File: config.mk
export PLATFORM = sky130hd
export DESIGN_NAME = multicycle_control_flat
export DESIGN_NICKNAME = d
export VERILOG_FILES = /design/src/rtl/multicycle_control_if.sv /design/src/rtl/multicycle_control.sv /design/src/flat_wrapper.sv
export SDC_FILE = /design/constraint.sdc
export NUM_CORES = 1
export LEC_CHECK = 0
export BUFFER_PORTS_ARGS = -buffer_cell sky130_fd_sc_hd__buf_2
export CELL_PAD_IN_SITES_DETAIL_PLACEMENT = 0
export CELL_PAD_IN_SITES_GLOBAL_PLACEMENT = 1
export CORE_MARGIN = 3
export CORE_UTILIZATION = 25
export DETAILED_ROUTE_END_ITERATION = 7
export PLACE_DENSITY = 0.67
export SYNTH_ARGS = -nofsm -noshare
export SYNTH_HDL_FRONTEND = slang
export SYNTH_SLANG_ARGS = --single-unit
File: constraint.sdc
create_clock -name clk -period 3.35 [get_ports clk]
set_input_delay 1.005 -clock clk [delete_from_list [all_inputs] [get_ports clk]]
set_output_delay 1.005 -clock clk [all_outputs]
set_load 0.1 [all_outputs]
File: src/rtl/multicycle_control_if.sv
// multicycle_control_if: control, memory-handshake and status signals between
// the multicycle controller (master) and the RV64I datapath (slave).
interface multicycle_control_if #(parameter int COUNT_W = 32);
    logic [4:0]         OpCode;
    logic               MemReady;
    logic               MemValid;
    logic               MemWrite;
    logic               IorD;
    logic               IRWrite;
    logic               PCWrite;
    logic               PCWriteCond;
    logic               PCSrc;
    logic [1:0]         ALUSrcA;
    logic [1:0]         ALUSrcB;
    logic [1:0]         ALUOp;
    logic               RegWrite;
    logic               MemToReg;
    logic               Trap;
    logic [1:0]         TrapCause;
    logic [COUNT_W-1:0] Retired;
    modport master (
        input  OpCode, MemReady,
        output MemValid, MemWrite, IorD, IRWrite, PCWrite, PCWriteCond, PCSrc,
               ALUSrcA, ALUSrcB, ALUOp, RegWrite, MemToReg, Trap, TrapCause, Retired
    );
    modport slave (
        output OpCode, MemReady,
        input  MemValid, MemWrite, IorD, IRWrite, PCWrite, PCWriteCond, PCSrc,
               ALUSrcA, ALUSrcB, ALUOp, RegWrite, MemToReg, Trap, TrapCause, Retired
    );
endinterface

File: src/rtl/multicycle_control.sv
// multicycle_control: FETCH/DECODE/EXEC/MEM/WB sequencer for the RV64I multicycle
// datapath with memory handshake, watchdog trap, illegal-opcode trap and retire counter.
module multicycle_control #(
    parameter int COUNT_W = 32,
    parameter int TIMEOUT = 255
) (
    input logic                  clk,
    input logic                  rst,
    multicycle_control_if.master bus
);
    localparam int WAIT_W = TIMEOUT > 0 ? $clog2(TIMEOUT + 1) : 1;
    localparam logic [4:0] OP_R  = 5'b01100;
    localparam logic [4:0] OP_I  = 5'b00100;
    localparam logic [4:0] OP_LD = 5'b00000;
    localparam logic [4:0] OP_ST = 5'b01000;
    localparam logic [4:0] OP_BR = 5'b11000;

    typedef enum logic [2:0] {FETCH, DECODE, EXEC, MEMADDR, MEMACC, WB, BRANCH, TRAP} state_t;

    state_t             state_q, state_d;
    logic [1:0]         cause_q, cause_d;
    logic [WAIT_W-1:0]  wait_q, wait_d;
    logic [COUNT_W-1:0] retired_q;
    logic               retire, mem_wait, timeout;

    // The counter reaches TIMEOUT on this cycle; a simultaneous MemReady wins.
    assign mem_wait = (state_q == FETCH || state_q == MEMACC) && !bus.MemReady;
    assign timeout  = TIMEOUT != 0 && mem_wait && wait_q == WAIT_W'(TIMEOUT - 1);
    assign wait_d   = (state_d != state_q || bus.MemReady) ? '0 : wait_q + WAIT_W'(mem_wait);

    assign bus.Trap      = !rst && state_q == TRAP;
    assign bus.TrapCause = rst ? 2'b00 : cause_q;
    assign bus.Retired   = rst ? '0 : retired_q;

    always_comb begin
        state_d         = state_q;
        cause_d         = cause_q;
        retire          = 1'b0;
        bus.MemValid    = 1'b0;
        bus.MemWrite    = 1'b0;
        bus.IorD        = 1'b0;
        bus.IRWrite     = 1'b0;
        bus.PCWrite     = 1'b0;
        bus.PCWriteCond = 1'b0;
        bus.PCSrc       = 1'b0;
        bus.ALUSrcA     = 2'b00;
        bus.ALUSrcB     = 2'b00;
        bus.ALUOp       = 2'b00;
        bus.RegWrite    = 1'b0;
        bus.MemToReg    = 1'b0;
        if (!rst) begin
            case (state_q)
                FETCH: begin
                    bus.MemValid = 1'b1;
                    if (bus.MemReady) begin
                        bus.IRWrite = 1'b1;
                        bus.PCWrite = 1'b1;
                        bus.ALUSrcB = 2'b01;
                        state_d     = DECODE;
                    end
                end
                DECODE: begin
                    bus.ALUSrcA = 2'b10;
                    bus.ALUSrcB = 2'b10;
                    state_d = (bus.OpCode == OP_R || bus.OpCode == OP_I) ? EXEC :
                              (bus.OpCode == OP_LD || bus.OpCode == OP_ST) ? MEMADDR :
                              bus.OpCode == OP_BR ? BRANCH : TRAP;
                    cause_d = state_d == TRAP ? 2'b01 : cause_q;
                end
                EXEC: begin
                    bus.ALUSrcA = 2'b01;
                    bus.ALUSrcB = bus.OpCode == OP_I ? 2'b10 : 2'b00;
                    bus.ALUOp   = 2'b10;
                    state_d     = WB;
                end
                MEMADDR: begin
                    bus.ALUSrcA = 2'b01;
                    bus.ALUSrcB = 2'b10;
                    state_d     = MEMACC;
                end
                MEMACC: begin
                    bus.MemValid = 1'b1;
                    bus.IorD     = 1'b1;
                    bus.MemWrite = bus.OpCode == OP_ST;
                    if (bus.MemReady) begin
                        retire  = bus.OpCode == OP_ST;
                        state_d = bus.OpCode == OP_ST ? FETCH : WB;
                    end
                end
                WB: begin
                    bus.RegWrite = 1'b1;
                    bus.MemToReg = bus.OpCode == OP_LD;
                    retire       = 1'b1;
                    state_d      = FETCH;
                end
                BRANCH: begin
                    bus.ALUSrcA     = 2'b01;
                    bus.ALUOp       = 2'b01;
                    bus.PCWriteCond = 1'b1;
                    bus.PCSrc       = 1'b1;
                    retire          = 1'b1;
                    state_d         = FETCH;
                end
                default: state_d = TRAP;
            endcase
            if (timeout) begin
                state_d = TRAP;
                cause_d = 2'b10;
            end
        end
    end

    always_ff @(posedge clk) begin
        if (rst) begin
            state_q   <= FETCH;
            cause_q   <= 2'b00;
            wait_q    <= '0;
            retired_q <= '0;
        end else begin
            state_q   <= state_d;
            cause_q   <= cause_d;
            wait_q    <= wait_d;
            retired_q <= retired_q + COUNT_W'(retire);
        end
    end
endmodule

File: src/flat_wrapper.sv
// flat-port wrapper written by rule: the top's interface ports become plain ports
module multicycle_control_flat 
#(
    parameter int COUNT_W = 32,
    parameter int TIMEOUT = 255
)
  (clk, rst, bus_OpCode, bus_MemReady, bus_MemValid, bus_MemWrite, bus_IorD, bus_IRWrite, bus_PCWrite, bus_PCWriteCond, bus_PCSrc, bus_ALUSrcA, bus_ALUSrcB, bus_ALUOp, bus_RegWrite, bus_MemToReg, bus_Trap, bus_TrapCause, bus_Retired);
  multicycle_control_if #(.COUNT_W(COUNT_W)) bus_i ();
  input logic clk;
  input logic rst;
  input wire logic [$bits(bus_i.OpCode)-1:0] bus_OpCode;
  input wire logic [$bits(bus_i.MemReady)-1:0] bus_MemReady;
  output wire logic [$bits(bus_i.MemValid)-1:0] bus_MemValid;
  output wire logic [$bits(bus_i.MemWrite)-1:0] bus_MemWrite;
  output wire logic [$bits(bus_i.IorD)-1:0] bus_IorD;
  output wire logic [$bits(bus_i.IRWrite)-1:0] bus_IRWrite;
  output wire logic [$bits(bus_i.PCWrite)-1:0] bus_PCWrite;
  output wire logic [$bits(bus_i.PCWriteCond)-1:0] bus_PCWriteCond;
  output wire logic [$bits(bus_i.PCSrc)-1:0] bus_PCSrc;
  output wire logic [$bits(bus_i.ALUSrcA)-1:0] bus_ALUSrcA;
  output wire logic [$bits(bus_i.ALUSrcB)-1:0] bus_ALUSrcB;
  output wire logic [$bits(bus_i.ALUOp)-1:0] bus_ALUOp;
  output wire logic [$bits(bus_i.RegWrite)-1:0] bus_RegWrite;
  output wire logic [$bits(bus_i.MemToReg)-1:0] bus_MemToReg;
  output wire logic [$bits(bus_i.Trap)-1:0] bus_Trap;
  output wire logic [$bits(bus_i.TrapCause)-1:0] bus_TrapCause;
  output wire logic [$bits(bus_i.Retired)-1:0] bus_Retired;
  assign bus_i.OpCode = bus_OpCode;
  assign bus_i.MemReady = bus_MemReady;
  assign bus_MemValid = bus_i.MemValid;
  assign bus_MemWrite = bus_i.MemWrite;
  assign bus_IorD = bus_i.IorD;
  assign bus_IRWrite = bus_i.IRWrite;
  assign bus_PCWrite = bus_i.PCWrite;
  assign bus_PCWriteCond = bus_i.PCWriteCond;
  assign bus_PCSrc = bus_i.PCSrc;
  assign bus_ALUSrcA = bus_i.ALUSrcA;
  assign bus_ALUSrcB = bus_i.ALUSrcB;
  assign bus_ALUOp = bus_i.ALUOp;
  assign bus_RegWrite = bus_i.RegWrite;
  assign bus_MemToReg = bus_i.MemToReg;
  assign bus_Trap = bus_i.Trap;
  assign bus_TrapCause = bus_i.TrapCause;
  assign bus_Retired = bus_i.Retired;
  multicycle_control #(.COUNT_W(COUNT_W), .TIMEOUT(TIMEOUT)) u_core (.clk(clk), .rst(rst), .bus(bus_i));
endmodule
# ---- Yosys cells after proc, flatten, opt, wreduce, memory -nomap -nowiden
# Cells that the tools add are included.
dict set report classes {
  add_sub_neg 2
  n_mul 0
  div_mod_pow 0
  order_cmp 0
  eq_ne 14
  shifts 0
  n_mux 40
  bitwise_logic 0
  n_reduce_logical 21
}
# cell count
set ops {}
lappend ops {{$add A32 B1 Y32} 1}
lappend ops {{$mux W32} 1}
lappend ops {{$mux W3} 7}
lappend ops {{$mux W1} 19}
lappend ops {{$pmux W3 S6} 1}
lappend ops {{$mux W2} 8}
lappend ops {{$eq A3 B3 Y1 const B} 5}
lappend ops {{$eq A5 B4 Y1 const B} 2}
lappend ops {{$reduce_or A2 Y1} 5}
lappend ops {{$add A8 B1 Y8} 1}
lappend ops {{$eq A8 B8 Y1 const B} 1}
lappend ops {{$pmux W2 S2} 2}
lappend ops {{$eq A3 B2 Y1 const B} 2}
lappend ops {{$pmux W2 S3} 1}
lappend ops {{$eq A5 B3 Y1 const B} 1}
lappend ops {{$eq A5 B5 Y1 const B} 1}
lappend ops {{$logic_not A5 Y1} 1}
lappend ops {{$logic_or A1 B1 Y1} 4}
lappend ops {{$reduce_and A2 Y1} 2}
lappend ops {{$reduce_bool A2 Y1} 2}
lappend ops {{$eq A3 B1 Y1 const B} 1}
lappend ops {{$logic_and A1 B1 Y1} 3}
lappend ops {{$logic_not A3 Y1} 1}
lappend ops {{$ne A3 B3 Y1} 1}
lappend ops {{3 further kinds} 4}
dict set report totals {
  ff_bits 45
  latchBits 0
  ramBits 0
  mem_bits_ro 0
  input_bits 8
  output_inout_bits 50
  elab_cells 82
  memories 0
}

# ---- Depth between registers and ports, before layout
# Gate-level depths: netlist (run 1).
dict set report depth {
  depth_word 10
  mapped_depth 10
  mapped_depth_nobuf 9
}

# ---- Least setup slack after synthesis (run 1)
# No wires, ideal clock.
dict set report synth_path {
  path_type {in2out}
  start {input port bus_OpCode[4]}
  end {output port bus_MemWrite}
  arrival_ns 3.760
  required_ns 2.345
  slack_ns -1.415
  cell_stages 3
  n_path_buf 0
  cell_sequence {or3_1 or2_2 nor3_1}
}
dict set report synth_via {
  elab_chain_cells 3
}
# item line_no
set synth_lines {}
lappend synth_lines {{start, declared} flat_wrapper.sv:11} ;# input wire logic [$bits(bus_i.OpCode)-1:0] bus_OpCode;
lappend synth_lines {{$eq A5 B4 Y1} multicycle_control.sv:84} ;# bus.MemWrite = bus.OpCode == OP_ST;
lappend synth_lines {{$mux W1} multicycle_control.sv:52} ;# case (state_q)
lappend synth_lines {{$mux W1} multicycle_control.sv:51} ;# if (!rst) begin
lappend synth_lines {{end, declared} flat_wrapper.sv:14} ;# output wire logic [$bits(bus_i.MemWrite)-1:0] bus_MemWrite;
# Every way passes these cells.

# ---- Worst setup path after layout (run 1)
# Same ends and word-level chain as after synthesis.

==> results of run 1 <==
[cell usage in the layout, fill, tap and decap left out, types with 2 or more instances in the layout]
cell type and n:
nor2b_2 24, inv_1 10, nor2_4 5, dfxtp_1 45, nor2_1 40, o31ai_1 2, and4_1 5, nor4_1 6
nor2b_1 12, or4_1 2, a21oi_1 7, nand3_2 2, nand2_1 11, a31oi_1 3, or3_1 4, and3_1 5
o21ai_0 4, buf_4 6, clkbuf_8 7, mux2_2 12, xnor2_1 9, nand3_1 12, xor2_1 12, buf_12 19
nor3_1 12, and2_1 2, ha_1 4, nor3_2 3, and3_2 2, nand4_1 8, buf_2 38
[worst max path at each step]
| stage | startpoint | end | depth (start not counted) |
|---|---|---|---|
| 5_1_grt | bus_OpCode[4] | bus_MemWrite | 5 |
| 6_report | bus_OpCode[4] | bus_MemWrite | 5 |
| 4_1_cts | bus_OpCode[4] | bus_MemWrite | 5 |
| 3_3_place_gp | bus_OpCode[4] | u_core.retired_q[30] | 9 |
| 3_5_place_dp | bus_OpCode[4] | u_core.retired_q[30] | 9 |
| 2_1_floorplan | bus_OpCode[4] | bus_ALUSrcB[1] | 4 |
[metrics by stage]
stage | utilization, % | cell area, sq um | cells
after detailed placement | 34.19 | 3357 | 483
after global placement | 34.19 | 3357 | 483
after floorplan | - | 2708 | 307
final | 35.22 | 3458 | 491
after CTS | 35.22 | 3458 | 491
after global routing | 35.22 | 3458 | 491
[final cells by class]
class / instances / area (sq um)
inverter: 10 / 37.54
fill: 1064 / 6361
clock buffer: 7 / 96.34
tap: 133 / 166.4
timing repair buffer: 63 / 615.6
sequential: 45 / 900.9
multi-input combinational: 232 / 1637
clock inverter: 1 / 5.005
[power by group through the flow]
stage | sequential, uW | combinational (uW) | clock, uW
3_3_place_gp | 585 | 278 | 0
4_1_cts | 572 | 280 | 385
5_1_grt | 575 | 294 | 417
2_1_floorplan | 563 | 233 | 0
6_report | 572 | 277 | 366
3_5_place_dp | 585 | 279 | 0
[cells by family (layout without fill, tap and decap cells)]
family / count (synthesis) / in the layout
AOI/OAI and AO/OA: 25 / 25
adders and majority gates: 4 / 4
and+or+nand+nor: 168 / 168
xor gates and xnor gates: 21 / 21
muxes: 14 / 14
DFF: 45 / 45
buffers and inverters: 30 / 81
[per-layer routing]
| metal | GRT usage, % | up-vias | wire length (um) |
|---|---|---|---|
| met5 | 0 | - | 0 |
| met2 | 16.28 | 34 | 2700 |
| met3 | 3.552 | 5 | 222 |
| met4 | 2.192 | 0 | 44 |
| met1 | 14.65 | 1021 | 3021 |
| li1 | - | 1158 | - |
[registers in the layout (all words and copies together), names as in the netlist]
signal,count
u_core.retired_q,32
u_core.wait_q,8
u_core.state_q,3
u_core.cause_q,2
[worst max-delay path: cells and delay by family]
family,cells,cell delay (ns)
and+or+nand+nor,3,0.94
buffers and inverters,2,0.32
==> run_results.csv, run 1 <==
group,metric,value,unit
yosys,muxShareOfSynthArea,6.158,%
yosys,synth-main-ff-cell,"dfxtp_1",
clock_network,cts_setup_buffers,0,
yosys,synth_most_common_cell,"nor2_1",
cells_and_area,insertedDiodeCount,0,
floorplan,rows,36,
worst_setup_path,critical_path.max_fanout,4,
timing,rsz0062_at_grt,"false",
worst_setup_path,endpoint_kind,"primary output",
pwr,seqPwrFrac,47.1,%
grt,antenna_found_initial,0,
floorplan,dieArea,11410,sq um
floorplan,dieHeight,106.8,um
grt,gr-total-overflow,0,
grt,grt_pass1_vias,2085,
timing,min_period_over_period,97.86,%
pwr,p_leak,0.001339,uW
floorplan,start_util,25.87,%
worst_hold_path,whs_path_depth,2,
clock_network,cts_tree,"built",
pwr,power_frac_clock,30.1,%
timing,drv_slew,0,
pwr,power_density,351.1,nW/um^2
timing,hold_viol_final,0,
worst_hold_path,hold_path.class,"reg -> reg",
timing,fin_tns_setup,0,ns
yosys,synth_area_leader_cell,"dfxtp_1",
yosys,synthCells,307,
worst_setup_path,reg2regPathDepth,8,
timing,holdWs,0.4789,ns
yosys,ys_types,46,
pwr,internal_power,813.2,uW
timing,worst_pin_slew,0.6345,ns
timing,fmax,305.0,MHz
pwr,max-vdd-ir-drop,140.7,uV
worst_setup_path,cp-start-kind,"input port",
worst_hold_path,hold_end,"u_core.cause_q[1]",
cells_and_area,final_nets,369,
detailed_routing,post_drt_wl_per_cell,12.20,um
yosys,async_flop_share,0,%
detailed_routing,vias,2218,
detailed_routing,viasPerCell,4.517,
timing,relSlewSlack,57.66,%
placement,port_buffers,57,
detailed_routing,drc,0,
worst_hold_path,hp-start,"u_core.cause_q[1]",
clock_network,clock_path_buffers,2,
clock_network,root_buffer,"clkbuf_8",
clock_network,clock-sinks,45,
worst_setup_path,regToRegEndpoint,"u_core.retired_q[30]",
clock_network,clk_pin_slew_worst_paths,0.08,ns
yosys,synthTopCellsByArea,"dfxtp_1 (35%), nor2b_1 (8.9%), nor2_1 (6.8%)",
grt,grt_pass1_wl,9.880,mm
cells_and_area,layout-area-overhead-vs-synth,36.16,%
pwr,comb_power_share,22.8,%
yosys,synth_area,2540,sq um
grt,grtUsageTotal,10.65,%
worst_setup_path,cp.required,2.34,ns
yosys,synth_top_family_by_area,"simple AND/OR/NAND/NOR gates",
yosys,synth_compound_area_share,6.502,%
clock_network,h-tree-depth,2,
detailed_routing,drt-initial-drc-count,82,
worst_setup_path,rrSetupSlack,0.83,ns
cells_and_area,layout-drive-gt1-share,36.59,%
clock_network,clock_latency,0.30,ns
clock_network,hold_buffers,0,
grt,grt_max_degree,40,
placement,dp.final_hpwl,4.655,mm
detailed_routing,ant_nets,0,
worst_setup_path,criticalPathCategory,"in -> out",
floorplan,io_pins,58,
worst_setup_path,crit_chain,"buf_2, or3_1, or2_2, nor3_4, buf_12",
worst_setup_path,timing.rr.start,"u_core.state_q[1]",
yosys,synth_common_cells,"nor2_1 (46), dfxtp_1 (45), nor2b_1 (36)",
yosys,ys_seq_area_share,35.47,%
yosys,synth_nets,319,
yosys,synth_warnings,0,
placement,dp_slack,0.01907,ns
yosys,synthSimpleGateAreaFrac,37.14,%
clock_network,cts-resized-gates,0,
pwr,p_sw,401.1,uW
detailed_routing,firstDrtPassIters,4,
yosys,avgSynthCellArea,8.273,sq um
yosys,synth_xor_area_share,7.241,%
yosys,synth-adder-area-share,1.970,%
detailed_routing,drt_wl_total,5.989,mm
timing,fin_ws,0.07158,ns
timing,setup_viol_count_final,0,
floorplan,die_x,106.8,um
yosys,synth_edf_count,0,
floorplan,core-area,9819,sq um
worst_setup_path,max_stage_delay,0.40,ns
placement,gp_congestion,0.7668,
worst_setup_path,cp.arrival,2.27,ns
yosys,yosys.area.top_type_share,35.47,%
pwr,totalPowerFinal,1214,uW
timing,period_minus_slack,3.278,ns
timing,skew,0.009693,ns
flow_run,max_cap_violations,0,
clock_network,numCtsBuffers,5,
outcome,status,"finished, final reports clean",
yosys,synth_seq_cells,45,
worst_setup_path,crit_slowest_cell,"or3_1",
pwr,p_sw_share,33.03,%
Power figures use the tool's default switching activity.
==> run 2: changes to the inputs <==
--- a/config.mk
+++ b/config.mk
@@ -11,7 +11,7 @@
 export CORE_MARGIN = 3
 export CORE_UTILIZATION = 25
 export DETAILED_ROUTE_END_ITERATION = 7
-export PLACE_DENSITY = 0.67
+export PLACE_DENSITY = 0.62
 export SYNTH_ARGS = -nofsm -noshare
 export SYNTH_HDL_FRONTEND = slang
 export SYNTH_SLANG_ARGS = --single-unit
==> run 2 against run 1 <==
Against the previous run:
- flip-flop and latch count is the same
- clock skew shrank 0.0023 ns
- final cell count is the same
- clock-buffer cell count is the same
- die area is the same
- power grew 0.86%
- routed wire length grew 4.2%
- sequential share of layout area shrank 1.2 points
- worst hold slack gained 0.013 ns
- sequential power is essentially flat
- fmax grew 0.53%
- final area grew 4.7%
- critical endpoint unchanged
==> run_results.csv, run 2 (same netlist as run 1, synthesis figures left out) <==
group,metric,value,unit
cells_and_area,final_nets,369,
floorplan,io_pins,58,
floorplan,die_x,106.8,um
cells_and_area,largest_reg_flops,32,
timing,min_period_over_period,97.35,%
timing,hold_viol_final,0,
grt,grt_max_degree,51,
timing,skew,0.007347,ns
floorplan,rows,36,
flow_run,max_cap_violations,0,
pwr,internal_power,815.9,uW
clock_network,numCtsBuffers,5,
grt,grt_pass1_wl,10.58,mm
outcome,status,"finished, final reports clean",
floorplan,start_util,25.87,%
timing,relSlewSlack,55.40,%
detailed_routing,drt-initial-drc-count,110,
detailed_routing,drc,0,
grt,antenna_found_initial,0,
clock_network,cts-resized-gates,0,
worst_hold_path,hold_path.class,"reg -> reg",
worst_setup_path,crit_family,"simple AND/OR/NAND/NOR gates",
clock_network,clock_latency,0.30,ns
floorplan,core-area,9819,sq um
worst_setup_path,cp.required,2.34,ns
cells_and_area,num-fill-cells,1032,
cells_and_area,final_area,3621,sq um
clock_network,cts_tree,"built",
worst_setup_path,criticalPathCategory,"in -> out",
detailed_routing,post_drt_wl_per_cell,12.71,um
pwr,p_leak,0.001368,uW
placement,port_buffers,57,
timing,rsz0062_at_grt,"false",
worst_setup_path,crit_buf_inv,2,
worst_setup_path,cp.arrival,2.26,ns
timing,fin_ws,0.08881,ns
pwr,max-vdd-ir-drop,131.2,uV
pwr,power_density,338.2,nW/um^2
clock_network,clock-sinks,45,
cells_and_area,layout-drive-gt1-share,36.59,%
clock_network,clk_pin_slew_worst_paths,0.08,ns
worst_setup_path,endpoint_kind,"primary output",
cells_and_area,final_common_cell,"dfxtp_1",
timing,drv_slew,0,
clock_network,clock_path_buffers,2,
clock_network,cts_setup_buffers,0,
placement,dp_slack,-0.0005049,ns
detailed_routing,drt_wl_total,6.241,mm
detailed_routing,vias,2231,
floorplan,dieHeight,106.8,um
placement,dp.final_hpwl,4.672,mm
pwr,totalPowerFinal,1225,uW
worst_setup_path,max_stage_delay,0.40,ns
pwr,seqPwrFrac,46.7,%
worst_setup_path,critical_path.max_fanout,3,
grt,gr-total-overflow,0,
clock_network,hold_buffers,0,
timing,period_minus_slack,3.261,ns
timing,fmax,306.6,MHz
detailed_routing,ant_nets,0,
cells_and_area,final_cell_mix,"dfxtp_1 (45), nor2_1 (40), buf_12 (30)",
detailed_routing,firstDrtPassIters,4,
clock_network,root_buffer,"clkbuf_8",
timing,worst_pin_slew,0.6683,ns
placement,gp_congestion,0.8241,
cells_and_area,instances_no_fill,491,
clock_network,h-tree-depth,2,
cells_and_area,layout-area-overhead-vs-synth,42.56,%
cells_and_area,top_register,"u_core.retired_q",
worst_setup_path,crit_chain,"buf_2, or3_1, or2_2, nor3_4, buf_12",
cells_and_area,largestRegisters,"u_core.retired_q: 32 flops, u_core.wait_q: 8 flops, u_core.state_q: 3 flops",
pwr,power_frac_clock,30.2,%
worst_setup_path,crit_slowest_cell,"or3_1",
pwr,comb_power_share,23.1,%
cells_and_area,insertedDiodeCount,0,
pwr,p_sw_share,33.38,%
pwr,p_sw,408.9,uW
floorplan,dieArea,11410,sq um
timing,setup_viol_count_final,0,
grt,grtUsageTotal,11.35,%
detailed_routing,viasPerCell,4.544,
placement,place_area,3520,sq um
worst_setup_path,cp-start-kind,"input port",
grt,grt_pass1_vias,2154,
placement,placedCellCount,483,
[run 2: final cells by class]
| type | instances | area (sq um) | area share, % |
|---|---|---|---|
| multi-input cells | 232 | 1637 | 45.20 |
| clock buffers | 7 | 96.34 | 2.661 |
| flip-flops and latches | 45 | 900.9 | 24.88 |
| clock inverters | 1 | 5.005 | 0.1382 |
| inverters | 10 | 37.54 | 1.037 |
| well taps | 133 | 166.4 | 4.596 |
| repair buffers | 63 | 778.2 | 21.49 |
[run 2: routing by layer]
metal / track usage (%) / wire [um]
met5: 0 / 0
met4: 3.836 / 98
met3: 2.649 / 247
met2: 17.13 / 2810
met1: 15.88 / 3084
[run 2: worst reg2reg max path, stage by stage, from the launching register on]
cell     delay [ns]
dfxtp_1        0.68
xor2_1         0.25
a31o_2         0.15
and3_1         0.16
ha_1           0.19
ha_1           0.24
nand3_4        0.15
nor4_1         0.30
mux2_2         0.36
[run 2: final timing paths]
check | start | endpoint | slack [ns] | cells past startpoint
worst max register to register | u_core.state_q[1] | u_core.retired_q[30] | 0.79 | 8
worst max-delay path | bus_OpCode[4] | bus_MemWrite | 0.09 | 5
worst min-delay path | u_core.cause_q[1] | u_core.cause_q[1] | 0.49 | 2
worst min register to register | u_core.cause_q[1] | u_core.cause_q[1] | 0.49 | 2
[run 2: per-stage QoR]
stage | hold slack (ns) | setup TNS [ns] | util [%]
final | 0.4920 | 0 | 36.88
after global routing | 0.5107 | 0 | 36.88
after CTS | 0.4823 | 0 | 36.88
after detailed placement | 0.4656 | -0.0005049 | 35.84
after global placement | 0.4588 | 0 | 35.84
after floorplan | 0.4492 | -4.788 | -
[run 2: power groups by stage]
stage               Sequential, uW  Clock, uW  Combinational [uW]
floorplan                      563          0                 233
global placement               585          0                 282
detailed placement             584          0                 284
CTS                            572        391                 284
global route                   574        412                 302
finish                         572        370                 283
